File: src/rtl/hazard_ctrl.sv
// Pipeline hazard controller: load-use stalls, memory freezes and branch redirects
// for a five-stage pipeline. Define HAZARD_PERF_CNT_EN to add stall/flush counters.
module hazard_ctrl #(
  parameter int STALL_CNT_W = 32
) (
  input  logic                   clk,
  input  logic                   rst_n,
  input  logic                   if_id_valid,
  input  logic [6:0]             if_id_opcode,
  input  logic [4:0]             if_id_rs1_s,
  input  logic [4:0]             if_id_rs2_s,
  input  logic                   id_ex_valid,
  input  logic [6:0]             id_ex_opcode,
  input  logic [4:0]             id_ex_rd_s,
  input  logic                   ex_br_taken,
  input  logic                   imem_pending,
  input  logic                   imem_resp,
  input  logic                   dmem_wait,
  output logic                   pc_we,
  output logic                   if_id_we,
  output logic                   id_ex_we,
  output logic                   ex_mem_we,
  output logic                   mem_wb_we,
  output logic                   if_id_flush,
  output logic                   id_ex_flush,
`ifdef HAZARD_PERF_CNT_EN
  output logic [STALL_CNT_W-1:0] stall_cnt,
  output logic [STALL_CNT_W-1:0] flush_cnt,
`endif
  output logic [1:0]             state_o
);

  localparam logic [6:0] OP_LOAD  = 7'b0000011;
  localparam logic [6:0] OP_STORE = 7'b0100011;
  localparam logic [6:0] OP_BR    = 7'b1100011;
  localparam logic [6:0] OP_JALR  = 7'b1100111;
  localparam logic [6:0] OP_IMM   = 7'b0010011;
  localparam logic [6:0] OP_REG   = 7'b0110011;

  typedef enum logic [1:0] {
    RUN      = 2'd0,
    MEM_WAIT = 2'd1,
    REDIRECT = 2'd2
  } state_t;

  state_t state, state_nxt;

  logic uses_rs1, uses_rs2, load_use, imem_stall;
  logic pc_we_c, if_id_we_c, id_ex_we_c, ex_mem_we_c, mem_wb_we_c;
  logic if_id_flush_c, id_ex_flush_c;

  always_comb begin
    uses_rs1 = (if_id_opcode == OP_JALR) || (if_id_opcode == OP_BR) ||
               (if_id_opcode == OP_LOAD) || (if_id_opcode == OP_STORE) ||
               (if_id_opcode == OP_IMM)  || (if_id_opcode == OP_REG);
    uses_rs2 = (if_id_opcode == OP_BR) || (if_id_opcode == OP_STORE) ||
               (if_id_opcode == OP_REG);
    load_use = id_ex_valid && (id_ex_opcode == OP_LOAD) && (id_ex_rd_s != 5'd0) &&
               if_id_valid &&
               ((uses_rs1 && (if_id_rs1_s == id_ex_rd_s)) ||
                (uses_rs2 && (if_id_rs2_s == id_ex_rd_s)));
    imem_stall = imem_pending && !imem_resp;
  end

  always_comb begin
    pc_we_c       = 1'b1;
    if_id_we_c    = 1'b1;
    id_ex_we_c    = 1'b1;
    ex_mem_we_c   = 1'b1;
    mem_wb_we_c   = 1'b1;
    if_id_flush_c = 1'b0;
    id_ex_flush_c = 1'b0;
    state_nxt     = state;
    case (state)
      // MEM_WAIT differs from RUN only in reporting; once dmem_wait drops the RUN rules apply.
      RUN, MEM_WAIT: begin
        if (dmem_wait) begin
          pc_we_c     = 1'b0;
          if_id_we_c  = 1'b0;
          id_ex_we_c  = 1'b0;
          ex_mem_we_c = 1'b0;
          mem_wb_we_c = 1'b0;
          state_nxt   = MEM_WAIT;
        end else if (ex_br_taken) begin
          if_id_flush_c = 1'b1;
          id_ex_flush_c = 1'b1;
          state_nxt     = imem_stall ? REDIRECT : RUN;
        end else if (load_use) begin
          pc_we_c       = 1'b0;
          if_id_we_c    = 1'b0;
          id_ex_flush_c = 1'b1;
          state_nxt     = RUN;
        end else if (imem_stall) begin
          pc_we_c       = 1'b0;
          if_id_flush_c = 1'b1;
          state_nxt     = RUN;
        end else begin
          state_nxt = RUN;
        end
      end
      // Wrong-path fetch still in flight: discard whatever arrives, EX holds a bubble.
      REDIRECT: begin
        pc_we_c       = imem_resp;
        if_id_flush_c = 1'b1;
        id_ex_we_c    = !dmem_wait;
        ex_mem_we_c   = !dmem_wait;
        mem_wb_we_c   = !dmem_wait;
        state_nxt     = imem_resp ? RUN : REDIRECT;
      end
      default: state_nxt = RUN;
    endcase
  end

  always_ff @(posedge clk or negedge rst_n) begin
    if (!rst_n) state <= RUN;
    else        state <= state_nxt;
  end

  // Outputs are forced quiet while reset is held; a flush never fires into a frozen register.
  assign pc_we       = rst_n && pc_we_c;
  assign if_id_we    = rst_n && if_id_we_c;
  assign id_ex_we    = rst_n && id_ex_we_c;
  assign ex_mem_we   = rst_n && ex_mem_we_c;
  assign mem_wb_we   = rst_n && mem_wb_we_c;
  assign if_id_flush = if_id_we && if_id_flush_c;
  assign id_ex_flush = id_ex_we && id_ex_flush_c;
  assign state_o     = state;

`ifdef HAZARD_PERF_CNT_EN
  logic redirect_acc;
  assign redirect_acc = (state != REDIRECT) && !dmem_wait && ex_br_taken;

  always_ff @(posedge clk or negedge rst_n) begin
    if (!rst_n) begin
      stall_cnt <= '0;
      flush_cnt <= '0;
    end else begin
      if (!pc_we && (stall_cnt != {STALL_CNT_W{1'b1}}))
        stall_cnt <= stall_cnt + 1'b1;
      if (redirect_acc && (flush_cnt != {STALL_CNT_W{1'b1}}))
        flush_cnt <= flush_cnt + 1'b1;
    end
  end
`endif

endmodule

File: config.mk
export PLATFORM = sky130hd
export DESIGN_NAME = hazard_ctrl
export DESIGN_NICKNAME = d
export VERILOG_FILES = /design/src/rtl/hazard_ctrl.sv
export SDC_FILE = /design/constraint.sdc
export NUM_CORES = 1
export LEC_CHECK = 0
export BUFFER_PORTS_ARGS = -buffer_cell sky130_fd_sc_hd__buf_2
export CORE_AREA = 2 2 39 41
export CTS_BUF_LIST = sky130_fd_sc_hd__clkbuf_8
export DETAILED_ROUTE_END_ITERATION = 8
export DIE_AREA = 0 0 41 43
export PLACE_DENSITY = 0.87
export SETUP_SLACK_MARGIN = 0.15
export SLEW_MARGIN = 20
export SYNTH_ARGS = -nofsm -noshare
export SYNTH_HDL_FRONTEND = slang
export SYNTH_SLANG_ARGS = --single-unit
File: constraint.sdc
create_clock -name clk -period 3.02 [get_ports clk]
set_input_delay 0.302 -clock clk [delete_from_list [all_inputs] [get_ports clk]]
set_output_delay 0.302 -clock clk [all_outputs]
set_load 0.02 [all_outputs]
# Word level (Yosys, flattened, before mapping)
# Cells that the tools add are included.
# totals
register_bits	2
output_inout_bits	9
# classes
eq_ne	11
muxes	25
reduce_logical	25
# op_table
cell	count
$mux 1	17
$eq 7x2->1 const B	2
$eq 7x6->1 const B	2
$eq 7x7->1 const B	2
$logic_and 1x1->1	12
$eq 5x5->1	2
$logic_or 1x1->1	8
$mux 2	4
$eq 7x5->1 const B	1
$pmux 1 s2	3
$reduce_bool 5->1	1
$pmux 2 s2	1
$eq 2x1->1 const B	1
$eq 2x2->1 const B	1
$logic_not 1->1	2
$logic_not 2->1	1
$reduce_or 2->1	1

# Longest topological paths before layout
# logic_depth
ltp_word	15
depth_mapped	5
depth_no_buf	5

# Worst setup path after synthesis
# No wires, ideal clock.
# synth_path
kind	input -> output
start	input port id_ex_opcode[2]
end	output port pc_we
arrival_ps	1611
t_required_ps	2718
slack_ps	1107
cell_stages	5
path_buffers	0
path_cell_list	or4b_4 -> a221oi_2 -> nand3_2 -> a2111oi_2 -> nor3_1
# synth_via
elab_chain_cells	10
# synth_rtl
element	line_no	text
from (decl)	13	input logic [6:0] id_ex_opcode,
$eq 7x2->1	58	load_use = id_ex_valid && (id_ex_opcode == OP_LOAD) && (id_ex_rd_s != 5'd0) &&
$logic_and 1x1->1 (3 in a row)	58	
$logic_and 1x1->1	59	if_id_valid &&
$mux 1	88	end else if (load_use) begin
$mux 1	84	end else if (ex_br_taken) begin
$mux 1	77	if (dmem_wait) begin
$pmux 1 s2	74	case (state)
$logic_and 1x1->1	120	assign pc_we = rst_n && pc_we_c;
to (decl)	19	output logic pc_we,
# Every way passes these cells.

# Final worst setup path
# Ends and elaborated chain as after synthesis.

==> results.tsv <==
stage	metric	value	unit
route	WL final	1.29	mm
floorplanning	die area	0.00176	mm²
synthesis	cell count after synthesis	56	
synthesis	ys async rst share	1.00	
floorplanning	Rows	14	
sta	Slew @ Worst Pin	0.384	ns
synthesis	total of warnings raised by yosys	0	
synthesis	Synth top cells by count	inv_1, nand2_1, nand2b_1, xnor2_1	
route	1st-iter DRT viols	6	
route	vias per inst	4.98	
worst_setup_path	Setup CP Type	input port to output pin	
finish	Total Nets Final	142	
pwr	Clock Power Share	0.503	
place	dpl cells	115	
finish	Non-Filler Instances	119	
route	Remaining DRCs	0	
finish	synthesis-to-layout area growth	67.2	%
worst_setup_path	worst-path cell chain	buf_2 > or4b_4 > a221oi_2 > nand3_2 > a2111oi_2 > nor3_1 > buf_2	
finish	diodes inserted	0	
synthesis	main area contributors after synthesis	dfrtp_1, xnor2_1, xor2_1, nand2b_1, o211a_1	
synthesis	number of synthesized flops with an enable pin	0	
clock_tree	clk slew on worst S/H paths	0.03	ns
floorplanning	die height	43	µm
pwr	PwrDens	303	mW/mm²
sta	Slew Viols, Final	0	
clock_tree	CTS H-Tree Depth	1	
pwr	Internal	0.150	mW
worst_setup_path	CP startpoint kind	input port	
worst_hold_path	worst hold path type	input port to flip-flop	
sta	RSZ-0062 raised after global routing	no	
sta	fin crit period	2.15	ns
finish	max reg flops	2	
run_status	outcome	finished, final reports clean	
worst_setup_path	CP dominant cell by count	buf_2	
clock_tree	CTS buffer count	3	
synthesis	Post-Syn Nets	93	
synthesis	top-area cell type share of the netlist area	0.119	
floorplanning	Initial Util	0.303	
sta	TNS Setup	0	ns
grt	first-pass GRT wire length	2.17	mm
finish	layout cells sized above 1	0.524	
run	Max Cap Viol	0	
sta	fmax	465	MHz
synthesis	predominant post-synthesis flop cell	dfrtp_1	
synthesis	flops & latches, synth	2	
sta	Setup Skew	0.00543	ns
worst_setup_path	crit path buf inv count	2	
sta	final worst path period share	0.712	
synthesis	Yosys top cell by area	dfrtp_1	
clock_tree	post-cts sizing count	0	
place	count of input and output buffers	45	
worst_setup_path	Top delay family on crit path	simple AND/OR/NAND/NOR gates	
place	Cell Area, Placed	649	µm²
worst_setup_path	Crit-path slowest cell	or4b_4	
pwr	VDD IR max	0.221	mV
sta	worst rel slew slack	0.742	
grt	vias in the first global route	590	
place	routability cong.	0.683	
worst_setup_path	Arrival @ worst endpoint	1.85	ns
grt	largest net degree at the start of global routing	9	
worst_setup_path	CP required	2.72	ns
finish	# fillers	143	
floorplanning	Core Area	0.00138	mm²
clock_tree	Max Buffers Root-to-Sink	2	
clock_tree	root buf cell	clkbuf_8	
grt	initial antenna violation count	0	
synthesis	register area share after synthesis	0.119	
clock_tree	Worst-Skew Late Latency	0.21	ns
route	vias after detailed routing	593	
floorplanning	Die W	41	µm
clock_tree	Sink Count	2	
synthesis	synth unique cells	30	
grt	GRT Residual Overflow	0	
route	Routed WL per cell	10.8	µm
grt	Total Routing Usage GR	0.180	
route	First-pass DRT Iterations	4	
finish	Finished Cell Area	701	µm²
finish	post-route core utilization	0.506	
worst_setup_path	CP endpoint kind	output pin	
pwr	Psw	0.0623	mW
route	post-route ant nets	0	
clock_tree	TritonCTS clock tree	done	
pwr	Logic pwr share	0.355	
place	HPWL Detailed	1.10	mm
sta	Final setup viols	0	
synthesis	Netlist Area Pre-Place	419	µm²
pwr	leakage power total	0.376	nW
synthesis	synthesized area per cell	7.48	µm²
pwr	Seq pwr share	0.142	
worst_setup_path	Worst path max stage delay	0.52	ns
worst_setup_path	Max FO, Critical Path	3	
sta	final hold vios	0	
pwr	Net Sw Frac	0.294	
floorplanning	# IOs	46	
logic make-up after synthesis:
| group | after synthesis | share of synthesized area |
|---|---|---|
| and+or+nand+nor | 24 | 0.340 |
| AOI/OAI and AO/OA | 14 | 0.293 |
| xor gates and xnor gates | 7 | 0.146 |
| DFF | 2 | 0.119 |
| buffers and inverters | 9 | 0.101 |
path summary, 6_finish.rpt:
path / start / endpoint / slack [ns] / cells past startpoint
min in group asynchronous: rst_n / state_o[0]$_DFF_PN0_ / 0.46 / 2
setup reg to reg: state_o[1]$_DFF_PN0_ / state_o[1]$_DFF_PN0_ / 2.00 / 3
max in group asynchronous: rst_n / state_o[1]$_DFF_PN0_ / 2.42 / 2
hold / removal: imem_resp / state_o[1]$_DFF_PN0_ / 0.32 / 2
setup / recovery: id_ex_opcode[2] / pc_we / 0.87 / 7
hold reg to reg: state_o[0]$_DFF_PN0_ / state_o[1]$_DFF_PN0_ / 0.70 / 2
stage by stage:
step | power [mW] | hold slack (ns) | worst slack, ns
floorplan | 0.0671 | 0.00641 | 1.11
finish | 0.212 | 0.321 | 0.871
CTS | 0.212 | 0.316 | 0.866
global route | 0.224 | 0.327 | 0.759
global placement | 0.103 | 0.119 | 0.878
detailed placement | 0.105 | 0.124 | 0.867
per-layer routing:
layer | track usage | up-vias | routed length, µm
met5 | 0 | - | 0
met4 | 0.0800 | 0 | 18
met3 | 0.0314 | 2 | 111
met2 | 0.328 | 28 | 715
met1 | 0.180 | 260 | 442
li1 | - | 303 | -
area by class of cell:
cell class / count / area (µm²) / share of cell area
inverter: 7 / 27.5 / 0.0393
tap: 16 / 20.0 / 0.0286
multi-input combinational: 45 / 327 / 0.466
sequential: 2 / 50.0 / 0.0714
clock buffer: 3 / 41.3 / 0.0589
timing repair buffer: 46 / 235 / 0.336
what timing repair did:
action / 4_1_cts / 5_1_grt
setup buffers: 0 / 0
hold endpoints to repair: 2 / 0
hold buffers: 1 / 0
worst reg2reg max path, cell delays in order, from the launching register on:
cell and delay, ns:
dfrtp_1 0.44, nor2_1 0.22, nand3_1 0.10, a21oi_1 0.18
cell usage in the layout (no fill, tap or decap):
| cell type | instances |
|---|---|
| o211a_1 | 2 |
| a211oi_1 | 1 |
| nand4_1 | 1 |
| a221oi_2 | 1 |
| a21boi_0 | 1 |
| clkbuf_8 | 3 |
| a2111oi_2 | 1 |
| nand2_1 | 5 |
| o211ai_1 | 1 |
| inv_1 | 5 |
| buf_2 | 45 |
| nor2_1 | 2 |
| xnor2_1 | 4 |
| o311ai_0 | 1 |
| nor3_1 | 2 |
| o2111a_1 | 1 |
| dlygate4sd3_1 | 1 |
| a222oi_1 | 1 |
| nor2b_1 | 1 |
| nor3b_1 | 1 |
| xor2_1 | 3 |
| o21ai_0 | 1 |
| nand3_2 | 1 |
| clkinvlp_2 | 1 |
| inv_2 | 1 |
| nor4_1 | 3 |
| nand3_1 | 2 |
| a21oi_1 | 3 |
| nand2b_1 | 4 |
| dfrtp_1 | 2 |
| or4b_4 | 1 |
| nand4b_1 | 1 |
power by group through the flow:
stage / Combinational, mW / Sequential (mW) / Clock (mW)
after floorplan: 0.0351 / 0.0320 / 0
after global placement: 0.0728 / 0.0304 / 0
after detailed placement: 0.0746 / 0.0305 / 0
after CTS: 0.0760 / 0.0302 / 0.106
after global routing: 0.0835 / 0.0304 / 0.110
final: 0.0753 / 0.0302 / 0.107
(Power assumes the default switching activity.)
